`src/rtl/ahb_cmd_master_if.sv`:
```
// rtl/ahb_cmd_master_if.sv - command stream, AHB-lite bus and response signals of ahb_cmd_master
interface ahb_cmd_master_if #(
    parameter int ADDR_W = 8,
    parameter int DATA_W = 32
);
    logic              cmd_valid;
    logic              cmd_ready;
    logic              cmd_write;
    logic [ADDR_W-1:0] cmd_addr;
    logic [DATA_W-1:0] cmd_wdata;
    logic [1:0]        htrans;
    logic              hwrite;
    logic [ADDR_W-1:0] haddr;
    logic [DATA_W-1:0] hwdata;
    logic              hready;
    logic [DATA_W-1:0] hrdata;
    logic              rsp_valid;
    logic              rsp_write;
    logic [DATA_W-1:0] rsp_rdata;
    logic              busy;
    logic              timeout_err;

    modport master (
        input  cmd_valid, cmd_write, cmd_addr, cmd_wdata, hready, hrdata,
        output cmd_ready, htrans, hwrite, haddr, hwdata,
               rsp_valid, rsp_write, rsp_rdata, busy, timeout_err
    );

    modport slave (
        output cmd_valid, cmd_write, cmd_addr, cmd_wdata, hready, hrdata,
        input  cmd_ready, htrans, hwrite, haddr, hwdata,
               rsp_valid, rsp_write, rsp_rdata, busy, timeout_err
    );
endinterface

```
`src/rtl/ahb_cmd_master.sv`:
```
// rtl/ahb_cmd_master.sv - pipelined AHB-lite single-transfer master driven by a command stream
module ahb_cmd_master #(
    parameter int ADDR_W   = 8,
    parameter int DATA_W   = 32,
    parameter int MAX_WAIT = 16
) (
    input  logic hclk,
    input  logic hreset,
    ahb_cmd_master_if.master bus
);
    localparam logic [8:0] MAX_WAIT_L = 9'(MAX_WAIT);
    localparam logic [1:0] HTRANS_IDLE   = 2'd0;
    localparam logic [1:0] HTRANS_NONSEQ = 2'd2;

    logic              a_valid;
    logic              a_write;
    logic [ADDR_W-1:0] a_addr;
    logic [DATA_W-1:0] a_wdata;
    logic              d_valid;
    logic              d_write;
    logic [DATA_W-1:0] d_wdata;
    logic              rsp_valid;
    logic              rsp_write;
    logic [DATA_W-1:0] rsp_rdata;
    logic [7:0]        wait_cnt;
    logic [8:0]        wait_nxt;
    logic              timeout_err;
    logic              accept;

    assign accept   = bus.cmd_valid && bus.hready;
    assign wait_nxt = {1'b0, wait_cnt} + 9'd1;

    assign bus.cmd_ready   = bus.hready && !hreset;
    assign bus.htrans      = a_valid ? HTRANS_NONSEQ : HTRANS_IDLE;
    assign bus.hwrite      = a_valid && a_write;
    assign bus.haddr       = a_valid ? a_addr : '0;
    assign bus.hwdata      = (d_valid && d_write) ? d_wdata : '0;
    assign bus.rsp_valid   = rsp_valid;
    assign bus.rsp_write   = rsp_write;
    assign bus.rsp_rdata   = rsp_rdata;
    assign bus.busy        = a_valid || d_valid;
    assign bus.timeout_err = timeout_err;

    always_ff @(posedge hclk) begin
        if (hreset) begin
            a_valid     <= 1'b0;
            a_write     <= 1'b0;
            a_addr      <= '0;
            a_wdata     <= '0;
            d_valid     <= 1'b0;
            d_write     <= 1'b0;
            d_wdata     <= '0;
            rsp_valid   <= 1'b0;
            rsp_write   <= 1'b0;
            rsp_rdata   <= '0;
            wait_cnt    <= '0;
            timeout_err <= 1'b0;
        end else begin
            if (bus.hready) begin
                // Data phase of the current transfer ends while the next address phase begins.
                d_valid <= a_valid;
                d_write <= a_write;
                d_wdata <= a_wdata;
                if (accept) begin
                    a_valid <= 1'b1;
                    a_write <= bus.cmd_write;
                    a_addr  <= bus.cmd_addr;
                    a_wdata <= bus.cmd_wdata;
                end else begin
                    a_valid <= 1'b0;
                end
                rsp_valid <= d_valid;
                if (d_valid) begin
                    rsp_write <= d_write;
                    rsp_rdata <= d_write ? '0 : bus.hrdata;
                end
            end else begin
                rsp_valid <= 1'b0;
            end

            // Wait states are only timed while a data phase is outstanding; the transfer is never aborted.
            if (d_valid && !bus.hready) begin
                if (wait_cnt != 8'hff) begin
                    wait_cnt <= wait_nxt[7:0];
                end
                if (wait_nxt >= MAX_WAIT_L) begin
                    timeout_err <= 1'b1;
                end
            end else begin
                wait_cnt <= '0;
            end
        end
    end
endmodule
```
`src/flat_wrapper.sv`:
```
// flat-port wrapper written by rule: the top's interface ports become plain ports
module ahb_cmd_master_flat 
#(
    parameter int ADDR_W   = 8,
    parameter int DATA_W   = 32,
    parameter int MAX_WAIT = 16
)
  (hclk, hreset, bus_cmd_valid, bus_cmd_write, bus_cmd_addr, bus_cmd_wdata, bus_hready, bus_hrdata, bus_cmd_ready, bus_htrans, bus_hwrite, bus_haddr, bus_hwdata, bus_rsp_valid, bus_rsp_write, bus_rsp_rdata, bus_busy, bus_timeout_err);
  ahb_cmd_master_if #(.ADDR_W(ADDR_W), .DATA_W(DATA_W)) bus_i ();
  input  logic hclk;
  input  logic hreset;
  input wire logic [$bits(bus_i.cmd_valid)-1:0] bus_cmd_valid;
  input wire logic [$bits(bus_i.cmd_write)-1:0] bus_cmd_write;
  input wire logic [$bits(bus_i.cmd_addr)-1:0] bus_cmd_addr;
  input wire logic [$bits(bus_i.cmd_wdata)-1:0] bus_cmd_wdata;
  input wire logic [$bits(bus_i.hready)-1:0] bus_hready;
  input wire logic [$bits(bus_i.hrdata)-1:0] bus_hrdata;
  output wire logic [$bits(bus_i.cmd_ready)-1:0] bus_cmd_ready;
  output wire logic [$bits(bus_i.htrans)-1:0] bus_htrans;
  output wire logic [$bits(bus_i.hwrite)-1:0] bus_hwrite;
  output wire logic [$bits(bus_i.haddr)-1:0] bus_haddr;
  output wire logic [$bits(bus_i.hwdata)-1:0] bus_hwdata;
  output wire logic [$bits(bus_i.rsp_valid)-1:0] bus_rsp_valid;
  output wire logic [$bits(bus_i.rsp_write)-1:0] bus_rsp_write;
  output wire logic [$bits(bus_i.rsp_rdata)-1:0] bus_rsp_rdata;
  output wire logic [$bits(bus_i.busy)-1:0] bus_busy;
  output wire logic [$bits(bus_i.timeout_err)-1:0] bus_timeout_err;
  assign bus_i.cmd_valid = bus_cmd_valid;
  assign bus_i.cmd_write = bus_cmd_write;
  assign bus_i.cmd_addr = bus_cmd_addr;
  assign bus_i.cmd_wdata = bus_cmd_wdata;
  assign bus_i.hready = bus_hready;
  assign bus_i.hrdata = bus_hrdata;
  assign bus_cmd_ready = bus_i.cmd_ready;
  assign bus_htrans = bus_i.htrans;
  assign bus_hwrite = bus_i.hwrite;
  assign bus_haddr = bus_i.haddr;
  assign bus_hwdata = bus_i.hwdata;
  assign bus_rsp_valid = bus_i.rsp_valid;
  assign bus_rsp_write = bus_i.rsp_write;
  assign bus_rsp_rdata = bus_i.rsp_rdata;
  assign bus_busy = bus_i.busy;
  assign bus_timeout_err = bus_i.timeout_err;
  ahb_cmd_master #(.ADDR_W(ADDR_W), .DATA_W(DATA_W), .MAX_WAIT(MAX_WAIT)) u_core (.hclk(hclk), .hreset(hreset), .bus(bus_i));
endmodule
```
`config.mk`:
```
export PLATFORM = sky130hd
export DESIGN_NAME = ahb_cmd_master_flat
export DESIGN_NICKNAME = d
export VERILOG_FILES = /design/src/rtl/ahb_cmd_master_if.sv /design/src/rtl/ahb_cmd_master.sv /design/src/flat_wrapper.sv
export SDC_FILE = /design/constraint.sdc
export NUM_CORES = 1
export LEC_CHECK = 0
export CORE_UTILIZATION = 49
export DETAILED_ROUTE_END_ITERATION = 10
export PLACE_DENSITY = 0.85
export SYNTH_ARGS = -nofsm -noshare
export SYNTH_HDL_FRONTEND = slang
export SYNTH_SLANG_ARGS = --single-unit
```
`constraint.sdc`:
```
create_clock -name hclk -period 2.11 [get_ports hclk]
set_clock_uncertainty 0.1 [all_clocks]
set_input_delay 0.211 -clock hclk [delete_from_list [all_inputs] [get_ports hclk]]
set_output_delay 0.211 -clock hclk [all_outputs]
set_load 0.1 [all_outputs]
```
After elaboration in Yosys (flattened, before gate mapping)

Cells that the tools add are included.

Output and inout bits: 80
Register bits: 119

Equality and inequality tests: 1
Magnitude comparators: 1
Multiplexer cells: 5
Bitwise logic cells: 2
Reduce and logical (&&, ||, !) cells: 13
Add/sub/neg operators: 1

Operators with widths:

| operator              | count |
|---|---|
| $mux W32              | 2 |
| $add A8 B1 Y9 const B | 1 |
| $ge A9 B5 Y1 const B  | 1 |
| $mux W8               | 1 |
| $ne A8 B8 Y1 const B  | 1 |
| $reduce_and A2 Y1     | 3 |
| $logic_and A1 B1 Y1   | 5 |
| $reduce_or A2 Y1      | 2 |
| $logic_not A1 Y1      | 2 |
| $mux W2               | 1 |
| $not A1 Y1            | 2 |
| $logic_or A1 B1 Y1    | 1 |
| $mux W1               | 1 |

Longest topological paths before layout

Depth after elaboration: 4
Mapped depth: 6
Depth with buffers taken out: 4

Worst setup path after synthesis

No wires, ideal clock.

Kind: input to register
Start: input bus_hready
End: register u_core.d_valid
Path slack: -0.201 ns
Stages: 5
Buffers on the path: 2
Arrival: 2.146 ns
Data required time: 1.946 ns
Setup time: 0.064 ns
Cells stage by stage: buf_6 -> buf_2 -> nor2b_1 -> nand2_1 -> nand2_1

RTL lines:

| element              | RTL line             | RTL |
|---|---|---|
| from (decl)          | flat_wrapper.sv:16   | `input wire logic [$bits(bus_i.hready)-1:0] bus_hready;` |
| to (signal assigned) | ahb_cmd_master.sv:61 | `d_valid <= a_valid;` |
| to (decl)            | ahb_cmd_master.sv:19 | `logic d_valid;` |

Final worst setup path

Start: register u_core.d_valid
End: output bus_hwdata[31]

Longest elaborated chain between the ends: 2

RTL lines:

| element             | RTL line             | RTL |
|---|---|---|
| $logic_and A1 B1 Y1 | ahb_cmd_master.sv:37 | `assign bus.hwdata = (d_valid && d_write) ? d_wdata : '0;` |
| $mux W32            | ahb_cmd_master.sv:37 |  |
| to (decl)           | flat_wrapper.sv:22   | `output wire logic [$bits(bus_i.hwdata)-1:0] bus_hwdata;` |

No other way between the ends.

==> impl_metrics.toml <==
[synthesis]
number_of_enable_flip_flop_cells_after_synthesis = 0
ys_dominant_reg_cell = "dfxtp_1"
post-synth-top-area-fraction_pct = 50.8
synth_common_cells = "nand2_1 (123), dfxtp_1 (119), a21oi_1 (79)"
yosysUniqueCellTypes = 33
syn_inst = 550
syn_nets = 628
syn-mean-instance-area_um2 = 8.53
post-synth-top-count-cell = "nand2_1"
synth_top_cells_by_area = "dfxtp_1 (51%), nand2_1 (9.8%), a21oi_1 (8.4%), mux2i_1 (7.0%), nand4b_1 (6.0%)"
syn-cell-area_mm2 = 0.00469
yosysWarningCount = 0
yosysSeqAreaShare_pct = 50.8
top_cell_type_by_total_area_after_synthesis = "dfxtp_1"
synth_async_sr_flop_share_pct = 0
ys_ff_latch = 119

[critical_path]
top_fanout_value_on_the_critical_path = 68
critical_path_arrival_ns = 1.63
worst_r2r_path_depth = 4
cp-end-kind = "output port"
reg2reg_setup_slack_ns = 0.48
worst_ep_required_time_ns = 1.80
worst_r2r_startpoint = "u_core.wait_cnt[0]"
rr_endpoint = "u_core.wait_cnt[2]"
setup.worst_path.start_class = "register"
worstSetupPathType = "register to output port"

[sta]
layout_worst_path_cycle_share_pct = 91.9
worst_margin_slew_ns = 0.611
maxSlewViolCount = 0
totalNegativeSetupSlack_ns = 0
grt_setup_unrepaired = "false"
finalSetupViolCount = 0
max-slew-margin-rel_pct = 59.2
hold_violations = 0
clock.fmax_mhz = 516
fin_hold_ws_ns = 0.0889
final.min_clock_period_ns = 1.94

[layout]
register_area_mm2 = 0.00239
multi_input_comb_area_mm2 = 0.00207
finish.net_count = 762
finish.instance_area_mm2 = 0.00724
antenna_fix_cells = 0
finalCoreUtilization_pct = 78.3
final_layout_size_suffix_gt1_share_pct = 18.4
post_layout_nonfiller_instances = 825
synthToLayoutAreaGrowth_pct = 54.3
n_fill_cell = 549

[clocking]
numCtsBuffers = 17
post-cts-setup-buffers = 0
clk_transition_reported_paths_ns = 0.06
cts.sink_count = 119
cts.path.max_buffers = 2
cts.htree.levels = 4
tritoncts = "done"
worst_skew_pair.late_latency_ns = 0.51
clock_tree.root_cell = "clkbuf_8"

[drt]
detail_route.vias_per_cell = 5.38
antenna_violating_nets_post_route = 0
drcViolationCount = 0
initial_drt_markers = 203
drt_pass1_iterations = 5
num_vias = 4436
drt_wl_total_mm = 13.3
detail_route.wl_per_cell_um = 16.1

[floorplan]
design.die.area_mm2 = 0.00997
rows = 35
floorplan.initialDensity_pct = 50.8
die-width_um = 99.9
area_of_the_core_mm2 = 0.00924
ioPinCount = 157
die_height_um = 99.9

[power_and_ir_drop]
power.leakage_nw = 2.93
worst_ir_drop_vdd_v = 0.000534
powerDensity_mw_per_mm2 = 795

[global_routing]
grtUsageTotal_pct = 27.2
grt_max_degree = 69
antenna_violations_before_repair = 0
grt_first_pass_wirelength_mm = 21.3
first_global_vias = 4413
global_route.overflow_total = 0

[placed_design]
numPlacedInstances = 793
placed_cell_area_mm2 = 0.00663
port_buffers = 155
hpwlAfterDp_mm = 8.23
gp_congestion = 0.759

[hold_path]
hold-path-cell-count = 3
hp-class = "input port to register"
hold_start = "bus_hready"
hold_path_end = "u_core.bus.rsp_rdata[18]"

[run_status]
status = "completed"

[run]
timing.max_cap.violations = 0
[final cells by class]
class / instances / area share [%]
Clock buffer: 18 / 5.91
Clock inverter: 13 / 2.39
Inverter: 3 / 0.156
Multi-Input combinational cell: 376 / 28.7
Sequential cell: 119 / 33.0
Tap cell: 129 / 2.23
Timing Repair Buffer: 167 / 27.7
[metal layers]
| metal | track usage, % | wire (µm) |
|---|---|---|
| met1 | 31.9 | 5190 |
| met2 | 46.4 | 6760 |
| met3 | 8.84 | 1080 |
| met4 | 10.2 | 230 |
| met5 | 0 | 0 |
[sequential cells by signal, indices dropped and copies added (netlist names), 8 cells and up]
register              flops
u_core.wait_cnt           8
u_core.a_wdata           32
u_core.d_wdata           32
u_core.a_addr             8
u_core.bus.rsp_rdata     32
[layout by cell type, fill, tap and decap left out, drive strengths merged, types with 4 or more instances in the layout]
master / n
clkbuf: 18
clkinvlp: 4
mux2i: 33
dfxtp: 119
buf: 92
and3: 33
nand2: 123
inv: 6
and2: 10
nor3: 4
nor2: 35
nand4b: 32
clkdlybuf4s50: 74
a21oi: 79
[cell families after synthesis]
family / share of synthesized area (%)
mux: 7.04
simple gates: 26.4
fa+ha+maj: 0.267
other cells: 0.0799
buf+inv: 5.07
flops: 50.8
compound gates: 10.4
[how the worst max path moves through the flow]
stage	start	endpoint	slack [ns]	depth (start not counted)
floorplan	u_core.d_valid	bus_hwdata[20]	0.14	4
global placement	bus_hready	u_core.d_wdata[27]	0.61	4
detailed placement	bus_hready	u_core.wait_cnt[2]	0.53	4
CTS	u_core.d_write	bus_hwdata[31]	0.03	2
global route	u_core.a_valid	bus_haddr[4]	0.08	2
finish	u_core.d_valid	bus_hwdata[31]	0.17	3
[per-stage QoR]
stage | worst slack (ns) | power [W]
after CTS | 0.0295 | 0.00578
final | 0.171 | 0.00576
after global routing | 0.0760 | 0.00594
after detailed placement | 0.529 | 0.00290
after global placement | 0.609 | 0.00288
after floorplan | 0.139 | 0.00267
[power by group]
group,internal [W],switching [W]
Clock,0.00184,0.00106
Sequential,0.00231,0.0000411
Combinational,0.000227,0.000283
Total,0.00437,0.00139
[timing repair]
| item | in CTS | in global routing |
|---|---|---|
| endpoints found under the setup margin | 0 | 20 |
| hold buffers | 1 | 0 |
| gates resized for setup | 0 | 1 |
| hold endpoints to repair | 1 | 0 |
[worst max-delay path, cell delays in order, from the launching register on]
cell and delay (ns):
dfxtp_2 0.34, buf_12 0.27, and3_1 0.29, buf_12 0.20
Note: power is estimated with default switching activity, not from simulation.
==> patch: new RTL, same flow settings <==
`ADDR_W` is set to 8 in 3 places; all go to 7.
--- a/src/rtl/ahb_cmd_master_if.sv
+++ b/src/rtl/ahb_cmd_master_if.sv
@@ -1,6 +1,6 @@
 // rtl/ahb_cmd_master_if.sv - command stream, AHB-lite bus and response signals of ahb_cmd_master
 interface ahb_cmd_master_if #(
-    parameter int ADDR_W = 8,
+    parameter int ADDR_W = 7,
     parameter int DATA_W = 32
 );
     logic              cmd_valid;
--- a/src/rtl/ahb_cmd_master.sv
+++ b/src/rtl/ahb_cmd_master.sv
@@ -1,6 +1,6 @@
 // rtl/ahb_cmd_master.sv - pipelined AHB-lite single-transfer master driven by a command stream
 module ahb_cmd_master #(
-    parameter int ADDR_W   = 8,
+    parameter int ADDR_W   = 7,
     parameter int DATA_W   = 32,
     parameter int MAX_WAIT = 16
 ) (
--- a/src/flat_wrapper.sv
+++ b/src/flat_wrapper.sv
@@ -1,7 +1,7 @@
 // flat-port wrapper written by rule: the top's interface ports become plain ports
 module ahb_cmd_master_flat 
 #(
-    parameter int ADDR_W   = 8,
+    parameter int ADDR_W   = 7,
     parameter int DATA_W   = 32,
     parameter int MAX_WAIT = 16
 )
Interface: changed (resized bus_cmd_addr and bus_haddr); port bits go from 157 to 155. The function was not compared with the original's and may differ.
==> patch against the unedited design <==
- hold slack better by 0.037 ns
- design area is 0.86% lower
- non-clock buffer count is 2 lower
- sequential cell count is 1 lower
- fmax is 1.7% higher
- combinational power is 3% lower
- routed wire length is 8.4% lower
- critical path type unchanged
- power is 2.7% higher
- setup slack better by 0.032 ns
- area after synthesis is 1.1% lower
==> patch: results (changes against the unedited design) <==
| Metric | Value |
|---|---|
| Clk buf depth | 2 (unchanged) |
| Crit-path max FO | 18 (-74%) |
| Syn nets | 612 (-2.5%) |
| Setup WS pre-CTS | 0.4539 ns (-0.07494 ns) |
| Biggest regs | u_core.a_wdata (32), u_core.bus.rsp_rdata (32), u_core.d_wdata (32) |
| CTS Buf Count | 17 (unchanged) |
| Initial drt markers | 150 (-26%) |
| Largest net degree at the start of global routing | 67 (-2.9%) |
| Drt wl/cell | 15.30 um (-4.8%) |
| Root Buffer | clkbuf_8 |
| Status | finished clean |
| Hold WC Path Type | in2reg |
| FFs w/ async S/R, synth | 0 (unchanged) |
| Worst VDD drop | 0.5330 mV (-0.21%) |
| PortBufs | 153 (-1.3%) |
| Synth Area in Adders | 0.002698 (+0.00003093) |
| Slowest cell on crit path | dfxtp_2 |
| Setup Fix Bufs, Post-CTS | 0 (unchanged) |
| Antenna violations before repair | 0 (unchanged) |
| Crit-path max cell delay | 0.41 ns (+0.07 ns) |
| Critical path arrival | 1.60 ns (-0.03 ns) |
| Yosys warns | 0 (unchanged) |
| Antenna diode instance count | 0 (unchanged) |
| Seq/Total Area, Yosys | 0.5093 (+0.001573) |
| Clk_lat worst skew | 0.49 ns (-0.02 ns) |
| CTS H-tree depth | 4 (unchanged) |
| Worst r2r path cells | 5 (+1) |
| GRT Total Usage | 0.2516 (-0.02068) |
| Kind of cell adding the most delay to the critical path | buffers and inverters |
| Fin nets | 749 (-1.7%) |
| Dominant cells by area after synthesis | dfxtp_1 51%, a21oi_1 8.4%, mux2i_1 7.6% |
| Filler Cell Count | 565 (+2.9%) |
| Layout cells sized above 1 | 0.1962 (+0.01229) |
| Router iterations before antenna repair | 4 (-1) |
| Multiplexer share of the synthesized area | 0.07553 (+0.005133) |
| DP HPWL | 7.937 mm (-3.6%) |
| Vias | 4196 (-5.4%) |
| Synth top cells by count | 118 x dfxtp_1, 87 x nand2_1, 78 x a21oi_1, 71 x nor2_1, 35 x mux2i_1 |
| Gpl congestion | 0.7883 (+3.8%) |
| Worst hold path depth | 4 (+1) |
| Synth cell types | 31 (-6.1%) |
| Leak pwr | 3.025 nW (+3.4%) |
| Compound-Gate Fraction of Synth Area | 0.08956 (-0.01417) |
| Xor-xnor portion of the synthesized cell area | 0.007553 (+0.007553) |
| First-pass GRT wire length | 19.56 mm (-8.2%) |
[patch: cell types whose count changed after synthesis, sizes merged, moves of 3 or more]
cell,unedited run,this run
nand4b,32,0
nand2,123,87
nor2,35,71
clkbuf,32,21
nor3,4,1
inv,3,0
nor3b,0,33
xor2,0,3
a211oi,3,0
buf,20,26
[patch: metrics by stage]
step	instance area [um^2]	cells	hold WS [ns]
5_1_grt	7177	794	0.1490
6_report	7177	794	0.1257
4_1_cts	7173	794	0.09951
3_5_place_dp	6521	763	0.3480
3_3_place_gp	6521	763	0.3375
2_1_floorplan	4641	535	0.2470
[patch: cells by family (layout without fill, tap and decap cells)]
| kind of cell | Yosys count | in the layout |
|---|---|---|
| AOI/OAI and AO/OA | 82 | 82 |
| buffers and inverters | 47 | 195 |
| adders and majority gates | 1 | 1 |
| xor gates and xnor gates | 4 | 4 |
| DFF | 118 | 118 |
| muxes | 35 | 35 |
| other | 1 | 1 |
| and+or+nand+nor | 247 | 247 |
[patch: layer usage]
metal | global-route usage | part of all wire | routed length [um] | vias up
li1 | - | - | - | 2059
met1 | 0.2816 | 0.41 | 4980 | 1935
met2 | 0.4375 | 0.50 | 6026 | 184
met3 | 0.08363 | 0.077 | 936 | 18
met4 | 0.1075 | 0.017 | 201 | 0
met5 | 0 | 0 | 0 | -
[patch: final timing paths]
path | start | end | slack, ns
worst max-delay path | u_core.d_valid | bus_hwdata[2] | 0.20
worst min-delay path | bus_hready | u_core.d_valid | 0.13
worst max register to register | u_core.wait_cnt[0] | u_core.bus.timeout_err | 0.50
worst min register to register | u_core.a_wdata[9] | u_core.a_wdata[9] | 0.36
[patch: final cells by class]
cell class | instances | share of cell area
flip-flops and latches | 118 | 0.3298
clock inverters | 9 | 0.02406
clock buffers | 21 | 0.06538
multi-input cells | 370 | 0.2866
well taps | 111 | 0.01935
repair buffers | 165 | 0.2748
[patch: power breakdown]
| part | switching (mW) | leakage [nW] | internal (mW) | total (mW) |
|---|---|---|---|---|
| Sequential | 0.0393 | 0.959 | 2.29 | 2.33 |
| Combinational | 0.267 | 1.75 | 0.228 | 0.495 |
| Clock | 0.945 | 0.316 | 2.14 | 3.09 |
[patch: tightest hold or removal path, stage by stage]
cell and delay (ns):
buf_2 0.15, nor2b_2 0.19, nand2_1 0.07, nand2_1 0.05
[patch: what timing repair did]
action	CTS	global route
hold endpoints to repair	19	0
setup endpoints to repair	0	6
hold buffers	1	0
resized for setup	0	2
